`src/rtl/mem_port_arbiter.sv`:
```
// ============================================================================
// mem_port_arbiter
// ----------------------------------------------------------------------------
// Shares one single-port unified memory between the instruction-fetch
// requester and the load/store requester. Requests are accepted over a
// req/gnt handshake, exactly one access is in flight at a time, the memory
// answers after a fixed latency, and the result is returned to the owner.
//
// Parameters
//   MEM_LAT    cycles from the mem_en cycle to the cycle mem_rdata is valid
//              (legal range 1..7, held in a 3-bit counter)
//
// Ports
//   clk, rst            rising-edge clock, asynchronous active-low reset
//   if_req/if_addr      fetch request and byte address (held until if_gnt)
//   if_gnt              one-cycle grant pulse to fetch
//   if_rvalid/if_rdata  fetch completion pulse / read data (held)
//   d_req/d_we/d_addr/d_wdata  data request, byte enables (0 = read),
//                       address and store data (held until d_gnt)
//   d_gnt               one-cycle grant pulse to data
//   d_rvalid/d_rdata    data completion pulse (reads and writes) / load data
//   mem_en/mem_we       memory strobe (one cycle) and byte enables
//   mem_addr/mem_wdata  registered access address and write data
//   mem_rdata           memory read data
//   busy                high whenever the FSM is not IDLE
// ============================================================================
module mem_port_arbiter #(
   parameter int unsigned MEM_LAT = 1
) (
   input  logic        clk,
   input  logic        rst,
   input  logic        if_req,
   input  logic [31:0] if_addr,
   output logic        if_gnt,
   output logic        if_rvalid,
   output logic [31:0] if_rdata,
   input  logic        d_req,
   input  logic [3:0]  d_we,
   input  logic [31:0] d_addr,
   input  logic [31:0] d_wdata,
   output logic        d_gnt,
   output logic        d_rvalid,
   output logic [31:0] d_rdata,
   output logic        mem_en,
   output logic [3:0]  mem_we,
   output logic [31:0] mem_addr,
   output logic [31:0] mem_wdata,
   input  logic [31:0] mem_rdata,
   output logic        busy
);

   typedef enum logic [1:0] {
      IDLE  = 2'd0,
      ISSUE = 2'd1,
      WAIT  = 2'd2,
      RESP  = 2'd3
   } state_t;

   state_t      state_q, state_d;
   logic        last_data_q;   // 1: data won the most recent grant
   logic        owner_data_q;  // 1: in-flight transaction belongs to data
   logic [2:0]  cnt_q;
   logic [3:0]  we_q;

   logic        grant_ok;
   logic        win_data;
   logic        grant_if;
   logic        grant_d;

   // Grant decision and next state.
   // NOTE: every signal assigned in this block gets a default first, so no
   // path leaves it unassigned and no latch is inferred.
   always_comb begin
      grant_ok = 1'b0;
      win_data = 1'b0;
      grant_if = 1'b0;
      grant_d  = 1'b0;
      state_d  = state_q;

      grant_ok = (state_q == IDLE) || (state_q == RESP);
      // Round-robin: on a tie the requester that did not win last time wins.
      win_data = d_req && (!if_req || !last_data_q);
      grant_d  = grant_ok && win_data;
      grant_if = grant_ok && if_req && !win_data;

      case (state_q)
         IDLE:    if (grant_if || grant_d) state_d = ISSUE;
         ISSUE:   state_d = WAIT;
         WAIT:    if (cnt_q == 3'd1) state_d = RESP;
         RESP:    state_d = (grant_if || grant_d) ? ISSUE : IDLE;
         default: state_d = IDLE;
      endcase
   end

   // The FSM sits in IDLE during reset, where the grant logic is live; gating
   // with rst keeps the grants at 0 while reset is asserted.
   assign if_gnt    = grant_if && rst;
   assign d_gnt     = grant_d && rst;
   assign mem_en    = (state_q == ISSUE);
   // The captured enables are only exposed during the strobe cycle.
   assign mem_we    = mem_en ? we_q : 4'b0000;
   assign if_rvalid = (state_q == RESP) && !owner_data_q;
   assign d_rvalid  = (state_q == RESP) && owner_data_q;
   assign busy      = (state_q != IDLE);

   // NOTE: sequential state uses non-blocking assignments so every register
   // samples the pre-edge values, independent of statement order.
   always_ff @(posedge clk or negedge rst) begin
      // NOTE: every register here, including the data-holding ones, is reset
      // because their values are architecturally visible outputs.
      if (!rst) begin
         state_q      <= IDLE;
         last_data_q  <= 1'b1;
         owner_data_q <= 1'b0;
         cnt_q        <= 3'd0;
         we_q         <= 4'b0000;
         mem_addr     <= 32'd0;
         mem_wdata    <= 32'd0;
         if_rdata     <= 32'd0;
         d_rdata      <= 32'd0;
      end else begin
         state_q <= state_d;

         if (grant_if || grant_d) begin
            owner_data_q <= grant_d;
            last_data_q  <= grant_d;
            mem_addr     <= grant_d ? d_addr : if_addr;
            we_q         <= grant_d ? d_we : 4'b0000;
            mem_wdata    <= grant_d ? d_wdata : 32'd0;
         end

         if (state_q == ISSUE) begin
            cnt_q <= 3'(MEM_LAT);
         end else if (state_q == WAIT) begin
            cnt_q <= cnt_q - 3'd1;
            // Last WAIT cycle: memory data is valid now. Writes leave the
            // owner's read register untouched.
            if (cnt_q == 3'd1 && we_q == 4'b0000) begin
               if (owner_data_q) d_rdata  <= mem_rdata;
               else              if_rdata <= mem_rdata;
            end
         end
      end
   end

endmodule

```
`config.mk`:
```
export PLATFORM = sky130hd
export DESIGN_NAME = mem_port_arbiter
export DESIGN_NICKNAME = d
export VERILOG_FILES = /design/src/rtl/mem_port_arbiter.sv
export SDC_FILE = /design/constraint.sdc
export NUM_CORES = 1
export LEC_CHECK = 0
export ABC_AREA = 1
export CAP_MARGIN = 30
export CORE_MARGIN = 10
export CORE_UTILIZATION = 40
export DETAILED_ROUTE_END_ITERATION = 8
export PLACE_DENSITY = 0.88
export SYNTH_ARGS = -nofsm -noshare
export SYNTH_HDL_FRONTEND = slang
export SYNTH_SLANG_ARGS = --single-unit
export TNS_END_PERCENT = 10
```
`constraint.sdc`:
```
create_clock -name clk -period 2.65 [get_ports clk]
set_input_delay 0.53 -clock clk [delete_from_list [all_inputs] [get_ports clk]]
set_output_delay 0.53 -clock clk [all_outputs]
set_load 0.03 [all_outputs]
```
Yosys cells after proc, flatten, opt, wreduce, memory -nomap -nowiden
Cells that the tools add are included.
{"block": "op_classes", "addsub": 1, "eq_ne": 6, "mux": 10, "n_bitwise": 2, "n_reduce_logical": 23}
{"operator": "32-bit two-way mux", "n": 2}
{"operator": "1-bit logical AND", "n": 9}
{"operator": "4-bit two-way mux", "n": 2}
{"operator": "2-bit case mux with 4 select lines", "n": 1}
{"operator": "4-bit AND reduction", "n": 2}
{"operator": "3-bit two-way mux", "n": 2}
{"operator": "2-bit == test, second input constant", "n": 2}
{"operator": "1-bit logical NOT", "n": 4}
{"operator": "4-bit logical NOT", "n": 1}
{"operator": "2-bit two-way mux", "n": 2}
{"operator": "2-bit nonzero test", "n": 2}
{"operator": "3-bit by 1-bit == test with 1-bit output, second input constant", "n": 1}
{"operator": "1-bit logical OR", "n": 3}
{"operator": "3-bit by 1-bit subtractor with 3-bit output, second input constant", "n": 1}
{"operator": "2-bit by 1-bit == test with 1-bit output, second input constant", "n": 1}
{"operator": "2-bit logical NOT", "n": 1}
{"operator": "2-bit by 1-bit inequality test with 1-bit output, second input constant", "n": 1}
{"operator": "2-bit inequality test, second input constant", "n": 1}
{"operator": "1-bit NOT", "n": 2}
{"operator": "2-bit AND reduction", "n": 1}
{"operator": "1-bit two-way mux", "n": 1}
{"block": "totals", "regBits": 139, "in_bits": 136, "output_inout_bits": 138, "word_cells": 51}

Logic depth before layout (Yosys ltp)
Gate-level depths: netlist (run 1).
{"block": "depth", "ltp_word": 8, "depth_mapped": 10, "ltp_nobuf": 9}

Least setup slack after synthesis (run 1)
Ideal clock, no wire load.
{"block": "synth_timing", "kind": "register -> output", "startpoint": "register state_q[0]", "endpoint": "output if_gnt", "t_arrival_ns": 1.737, "required_time_ns": 2.120, "slack_ns": 0.383, "stages_incl_launch_ff": 9, "path_buffers": 1, "path_cell_list": "dfrtp_1 -> inv_1 -> ha_1 -> inv_2 -> nand2_1 -> inv_2 -> buf_2 -> nand2_1 -> nor2_1"}
{"block": "synth_between", "elab_chain_cells": 5, "elab_cells_between_ends": 6, "classes_between": "eq/ne: 1; reduce/logical: 5"}
{"item": "start: declaration", "line": "59", "rtl": "state_t state_q, state_d;"}
{"item": "start signal: assignment", "line": "122", "rtl": "state_q <= state_d;"}
{"item": "2-bit == test / 2-bit logical NOT (equally long branches)", "line": "80", "rtl": "grant_ok = (state_q == IDLE) || (state_q == RESP);"}
{"item": "1-bit logical OR (*)", "line": "80"}
{"item": "1-bit logical AND (*) (2 in series)", "line": "84", "rtl": "grant_if = grant_ok && if_req && !win_data;"}
{"item": "1-bit logical AND (*)", "line": "97", "rtl": "assign if_gnt = grant_if && rst;"}
{"item": "end: declaration", "line": "34", "rtl": "output logic if_gnt,"}
Mark *: on every way between the ends. The rest lies on a longest branch, timed or not.

Final worst setup path (run 1)
{"block": "layout_timing", "startpoint": "register state_q[0]", "endpoint": "output d_gnt"}
{"block": "layout_between", "elab_chain_cells": 4, "elab_cells_between_ends": 5, "classes_between": "eq/ne: 1; reduce/logical: 4"}
{"item": "2-bit == test / 2-bit logical NOT (equally long branches)", "line": "80"}
{"item": "1-bit logical OR (*)", "line": "80"}
{"item": "1-bit logical AND (*)", "line": "83", "rtl": "grant_d = grant_ok && win_data;"}
{"item": "1-bit logical AND (*)", "line": "98", "rtl": "assign d_gnt = grant_d && rst;"}
{"item": "end: declaration", "line": "41", "rtl": "output logic d_gnt,"}
Marked as above.

==> results by group, run 1 <==
Placement
  – Cell Area, Placed: 0.00857 mm²
  – Cells after DPL: 1,067
  – HPWL after detailed placement: 13,700 µm
  – Number of port buffers: 273
  – RePlAce Congestion: 0.808
  – Dpl ws: 0.231 ns

Timing
  – Worst slew margin: 47.3%
  – Period utilization: 93.9%
  – Minimum clock period: 2.49 ns
  – Fin. max-slew vios: 0
  – Final Hold Fails: 0
  – Hold_ws: about 0.19 ns
  – Layout Skew: 0.0163 ns
  – Setup WS post-layout: 0.162 ns
  – Final setup fails: 0
  – Worst slew pin tran: around 0.8 ns
  – Fin Setup TNS: 0 ns
  – Fmax: 402 MHz
  – Unrepaired setup endpoints after global routing: false

Setup path
  – Slowest CP cell: dfrtp_1
  – CP max stage delay: 0.40 ns
  – CP Data Required Time: about 2.1 ns
  – Crit-path cells: inv_1 -> ha_1 -> inv_2 -> nand3_2 -> nor2_1 -> dlygate4sd2_1
  – Critical Path End Type: primary output
  – CP startpoint: state_q[0]$_DFFE_PN0P_
  – Crit-path leading delay family: buffers and inverters
  – Reg-to-reg critical path startpoint: state_q[0]$_DFFE_PN0P_
  – Worst EP arrival: between 1.5 and 2 ns
  – Critical path depth in cells: 6
  – WS Path Type: register to primary output
  – CP Max Fanout: 7
  – CP Launch Type: register
  – CP bufs+invs: 3
  – Flop2flop setup slack: 0.52 ns
  – R2r worst-path depth: 8

Finish
  – Synthesis-to-layout area growth: 62.6%
  – Most common cell after layout, fill and taps aside: clkdlybuf4s50_1
  – Ant. Diodes: 0
  – Share of post-route cells with drive strength above 1: between 5 and 6%
  – Leading cell types in the layout, fill and taps excluded: clkdlybuf4s50_1 (266), nand2_1 (256), dfrtp_1 (138)
  – Nets: 1,048
  – Fin cells: 1,099
  – Fin area: just over 0.009 mm²

Floorplan
  – Die area: 0.0193 mm²
  – Io pins: 274
  – Cell Rows: 43
  – Die Span Y: 139 µm
  – Initial Util: between 40% and 50%
  – Core area: 0.0139 mm²
  – Die width: 139 µm

Logic synthesis
  – Synth top area cells: dfrtp_1 (61%), nand2_1 (17%), nand3_1 (5.9%)
  – Yosys warns: 0
  – Syn Nets: 779
  – Syn Std Cell Area: 0.00567 mm²
  – Top-area cell type share of the netlist area: 61.0%
  – Top FF cell, synth: dfrtp_1
  – Ys async rst share: 100%
  – EDFF count, synth: 0
  – Seq/Total Area, Yosys: approximately three fifths
  – Syn_area_per_cell: ~8.9 µm²
  – Yosys cell types: 19
  – Post-Syn Instances: 637
  – Leading area contributor after synthesis: dfrtp_1
  – Flops & latches, synth: 139

Power and ir drop
  – Clock share of power: 20.6%
  – Flop pwr share: 29.4%
  – Switching share of power: 42.3%
  – P_int: 0.00694 W
  – Net Switching: 0.00508 W
  – Worst vdd ir: 666 µV
  – Pwr Density: roughly 1300 mW/mm²
  – Comb power frac: 50.0%
  – Leakage: 4.53 nW

Global route
  – Vias in the first global route: 5,439
  – Initial antenna violation count: 0
  – Largest net degree at the start of global routing: 140
  – First-pass GRT wire length: 29,200 µm
  – GR Overflow Total: 0
  – Tot GR Track Use: 18.8%

Routing
  – Drt pass-1 iters: 5
  – Total Wirelength: 18,300 µm
  – # DRC: 0
  – DRT iter0 DRCs: 281
  – Vias per inst: 4.75
  – Per-cell routed wire length: 16.7 µm
  – Final ANT Viol Nets: 0
  – Detailed-route via count: 5,222

Run status
  – Status: finished, final reports clean

Worst hold path
  – Min-Delay Path Class: input port to async pin

Clock tree
  – CTS H-tree lvls: 4
  – CTS buffer count: 17
  – CTS Buffer Depth: 2
  – CTS tree: yes
  – Worst skew pair latency: 0.41 ns
  – CTS Root Cell: clkbuf_16
  – Clock Sinks: 139
  – Worst-path clk slew: 0.05 ns
  – CTS Hold Buffers Added: 0

Job
  – Max cap viols: 0
sequential cells by signal, summed over array words and instances (netlist names):
name	count
state_q	2
d_rdata	32
cnt_q	3
we_q	4
last_data_q	1
if_rdata	32
owner_data_q	1
mem_addr	32
mem_wdata	32
synth_stat cells (3+ instances only):
| cell | number |
|---|---|
| inv_1 | 46 |
| o21ai_1 | 65 |
| ha_1 | 6 |
| clkbuf_1 | 5 |
| dfrtp_1 | 138 |
| inv_2 | 5 |
| buf_2 | 22 |
| nand3_2 | 3 |
| nand3_1 | 67 |
| buf_6 | 4 |
| nand2_1 | 256 |
| nor2_1 | 7 |
| o21ai_0 | 7 |
area by class of cell:
| class | count | area, µm² |
|---|---|---|
| sequential | 139 | 3480 |
| clock inverter | 11 | 158 |
| multi-input combinational | 414 | 1810 |
| tap | 180 | 225 |
| inverter | 51 | 191 |
| timing repair buffer | 283 | 2880 |
| fill | 1103 | 4670 |
| clock buffer | 21 | 470 |
repair_timing:
item,4_1_cts,5_1_grt
resized for setup,2,4
buffers inserted,0,0
setup endpoints to repair,4,4
kinds of logic after synthesis:
family | count (synthesis) | share of synthesized area (%)
adder cells (fa/ha/maj) | 6 | 1.33
buffers and inverters | 84 | 6.65
AO/OA/AOI/OAI | 73 | 6.45
flip-flops | 139 | 61.4
AND/OR/NAND/NOR | 335 | 24.2
per-stage QoR:
stage	utilization (%)	power [W]
after global routing	66.4	0.0128
after CTS	66.3	0.0122
after detailed placement	61.8	0.00964
final	66.4	0.0120
after global placement	61.8	0.00948
after floorplan	-	0.00702
worst paths after layout:
path	end
max in group asynchronous	mem_wdata[11]$_DFFE_PN0N_
max reg2reg	d_rdata[10]$_DFFE_PN0P_
max	d_gnt
min in group clk	mem_wdata[18]$_DFFE_PN0N_
min	cnt_q[1]$_DFFE_PN0P_
min reg2reg	mem_wdata[18]$_DFFE_PN0N_
power by group through the flow:
stage,Clock [W],Combinational (W),Sequential [W]
CTS,0.00253,0.00611,0.00354
global placement,0,0.00596,0.00352
global route,0.00263,0.00649,0.00366
floorplan,0,0.00192,0.00510
detailed placement,0,0.00608,0.00356
finish,0.00247,0.00601,0.00354
routing by layer:
layer | vias to the layer above | track usage [%] | part of all wire [%]
li1 | 2546 | - | -
met3 | 22 | 8.22 | 9.8
met4 | 0 | 7.52 | 1.9
met2 | 212 | 31.7 | 51
met5 | - | 0 | 0
met1 | 2442 | 20.2 | 38
(Power assumes the default switching activity.)
==> inputs of run 2 (changes only) <==
GPL_TIMING_DRIVEN = 0   (was unset)
==> run 2 against run 1 <==
Against the previous run:
- sequential power is essentially flat
- fmax grew 1.1%
- global-route usage grew 0.51 points
- utilization shrank 0.054 points
- total power shrank 0.79%
- clock-buffer cell count shrank 3
- critical endpoint is now if_gnt
- largest cell class unchanged
==> results by group, run 2 (synthesized netlist as in run 1, its figures left out) <==
Global route
  – Tot GR Track Use: 19.3% (was 18.8%)
  – Largest net degree at the start of global routing: 72 (was 140)
  – Initial antenna violation count: 0 (unchanged)
  – First-pass GRT wire length: 29,900 µm (was 29,200 µm)
  – Vias in the first global route: 5,630 (was 5,439)
  – GR Overflow Total: 0 (unchanged)

Timing
  – Hold_ws: 0.0988 ns (was 0.187 ns)
  – Unrepaired setup endpoints after global routing: false (unchanged)
  – Fin. max-slew vios: 0 (unchanged)
  – Minimum clock period: 2.46 ns (was 2.49 ns)
  – Worst slew pin tran: 0.663 ns (was 0.790 ns)
  – Fmax: 406 MHz (was 402 MHz)
  – Final Hold Fails: 0 (unchanged)
  – Final setup fails: 0 (unchanged)
  – Layout Skew: 0.0112 ns (was 0.0163 ns)
  – Period utilization: 92.9% (was 93.9%)
  – Worst slew margin: 55.8% (was 47.3%)

Floorplan
  – Initial Util: 40.8% (unchanged)
  – Core area: 0.0139 mm² (unchanged)
  – Io pins: 274 (unchanged)
  – Die area: 0.0193 mm² (unchanged)
  – Cell Rows: 43 (unchanged)
  – Die width: 139 µm (unchanged)
  – Die Span Y: 139 µm (unchanged)

Finish
  – Nets: 1,071 (was 1,048)
  – Ant. Diodes: 0 (unchanged)
  – Fin area: 0.00921 mm² (about the same)
  – Synthesis-to-layout area growth: 62.5% (was 62.6%)
  – Fin cells: 1,122 (was 1,099)
  – Share of post-route cells with drive strength above 1: 7.86% (was 5.98%)
  – Most common cell after layout, fill and taps aside: clkdlybuf4s50_1 (unchanged)
  – Leading cell types in the layout, fill and taps excluded: clkdlybuf4s50_1 (266), nand2_1 (256), dfrtp_1 (138) (unchanged)

Routing
  – Total Wirelength: 19,100 µm (was 18,300 µm)
  – Detailed-route via count: 5,396 (was 5,222)
  – Vias per inst: 4.81 (was 4.75)
  – Final ANT Viol Nets: 0 (unchanged)
  – # DRC: 0 (unchanged)
  – DRT iter0 DRCs: 233 (was 281)
  – Per-cell routed wire length: 17.0 µm (was 16.7 µm)
  – Drt pass-1 iters: 5 (unchanged)

Placement
  – HPWL after detailed placement: 14,900 µm (was 13,700 µm)
  – Cell Area, Placed: 0.00865 mm² (was 0.00857 mm²)
  – Number of port buffers: 273 (unchanged)
  – RePlAce Congestion: 0.877 (was 0.808)
  – Cells after DPL: 1,091 (was 1,067)

Setup path
  – R2r worst-path depth: 8 (unchanged)
  – Flop2flop setup slack: 0.67 ns (was 0.52 ns)
  – Worst r2r dst: mem_addr[9]$_DFFE_PN0N_ (was d_rdata[10]$_DFFE_PN0P_)
  – Worst EP arrival: 1.93 ns (was 1.96 ns)
  – CP Max Fanout: 7 (unchanged)
  – CP Data Required Time: 2.12 ns (about the same)
  – CP Launch Type: register (unchanged)
  – Critical Path End Type: primary output (unchanged)
  – WS Path Type: register to primary output (unchanged)
  – Reg-to-reg critical path startpoint: state_q[0]$_DFFE_PN0P_ (unchanged)

Clock tree
  – CTS Buffer Depth: 2 (unchanged)
  – CTS tree: yes (unchanged)
  – CTS buffer count: 17 (unchanged)
  – CTS Root Cell: clkbuf_16 (unchanged)
  – Worst skew pair latency: 0.42 ns (was 0.41 ns)
  – Worst-path clk slew: 0.07 ns (was 0.05 ns)
  – CTS H-tree lvls: 4 (unchanged)
  – Clock Sinks: 139 (unchanged)

Job
  – Max cap viols: 0 (unchanged)

Power and ir drop
  – Leakage: 4.50 nW (was 4.53 nW)
  – Pwr Density: 1300 mW/mm² (about the same)
  – Worst vdd ir: 632 µV (was 666 µV)

Run status
  – Status: finished, final reports clean (unchanged)

Worst hold path
  – Min-Delay Path Class: input port to async pin (unchanged)
run 2: changes by cell type in the layout (fill, tap and decap cells not counted), sizes merged:
cell / before / now
buf: 12 / 30
bufinv: 3 / 1
clkbuf: 21 / 24
clkinv: 3 / 5
dlygate4sd2: 1 / 4
dlymetal6s2s: 4 / 0
inv: 54 / 57
run 2: stage by stage:
stage	TNS (ns)	worst slack [ns]	total power [W]	util (%)
floorplan	0	0.383	0.00702	-
global placement	-628.77	-4.74	0.00959	62.1
detailed placement	-0.432	-0.432	0.00972	62.3
CTS	-0.00382	-0.00382	0.0120	66.4
global route	0	0.0564	0.0126	66.3
finish	0	0.189	0.0119	66.3
run 2: repair_timing:
item / CTS / global route
setup endpoints to repair: 6 / 2
setup buffers: 1 / 0
hold endpoints to repair: 0 / 0
resized for setup: 11 / 3
hold buffers: 0 / 0
run 2: cell type report:
class,instances,area [µm²]
clock buffer,18,429
timing repair buffer,275,2750
fill,1074,4670
tap,180,225
inverter,51,194
buffer,31,176
sequential,139,3480
multi-input combinational,414,1810
clock inverter,14,136
run 2: layer usage:
metal  GRT usage (%)  part of all wire (%)  vias to the layer above
li1                -                     -                     2593
met2            31.5                    49                      234
met4            8.35                   2.7                        0
met5               0                     0                        -
met3            8.25                   8.8                       38
met1            21.5                    40                     2531
run 2: where the power goes:
group	internal (W)	switching [W]
logic	0.00239	0.00374
clock network	0.00131	0.000968
registers	0.00303	0.000490
run 2: worst max-delay path by stage:
stage / start / slack [ns] / endpoint
floorplan: state_q[0]$_DFFE_PN0P_ / 0.38 / if_gnt
global placement: rst / -4.74 / d_gnt
detailed placement: if_req / -0.43 / if_gnt
CTS: state_q[0]$_DFFE_PN0P_ / -0.004 / if_gnt
global route: state_q[1]$_DFFE_PN0P_ / 0.06 / if_gnt
finish: state_q[0]$_DFFE_PN0P_ / 0.19 / if_gnt
run 2: worst max-delay path, stage by stage (launching register included):
cell	delay (ns)
dfrtp_1	0.43
inv_1	0.11
ha_2	0.32
inv_2	0.08
nand2_1	0.14
inv_4	0.08
nand2_1	0.04
nor2_1	0.09
buf_2	0.21
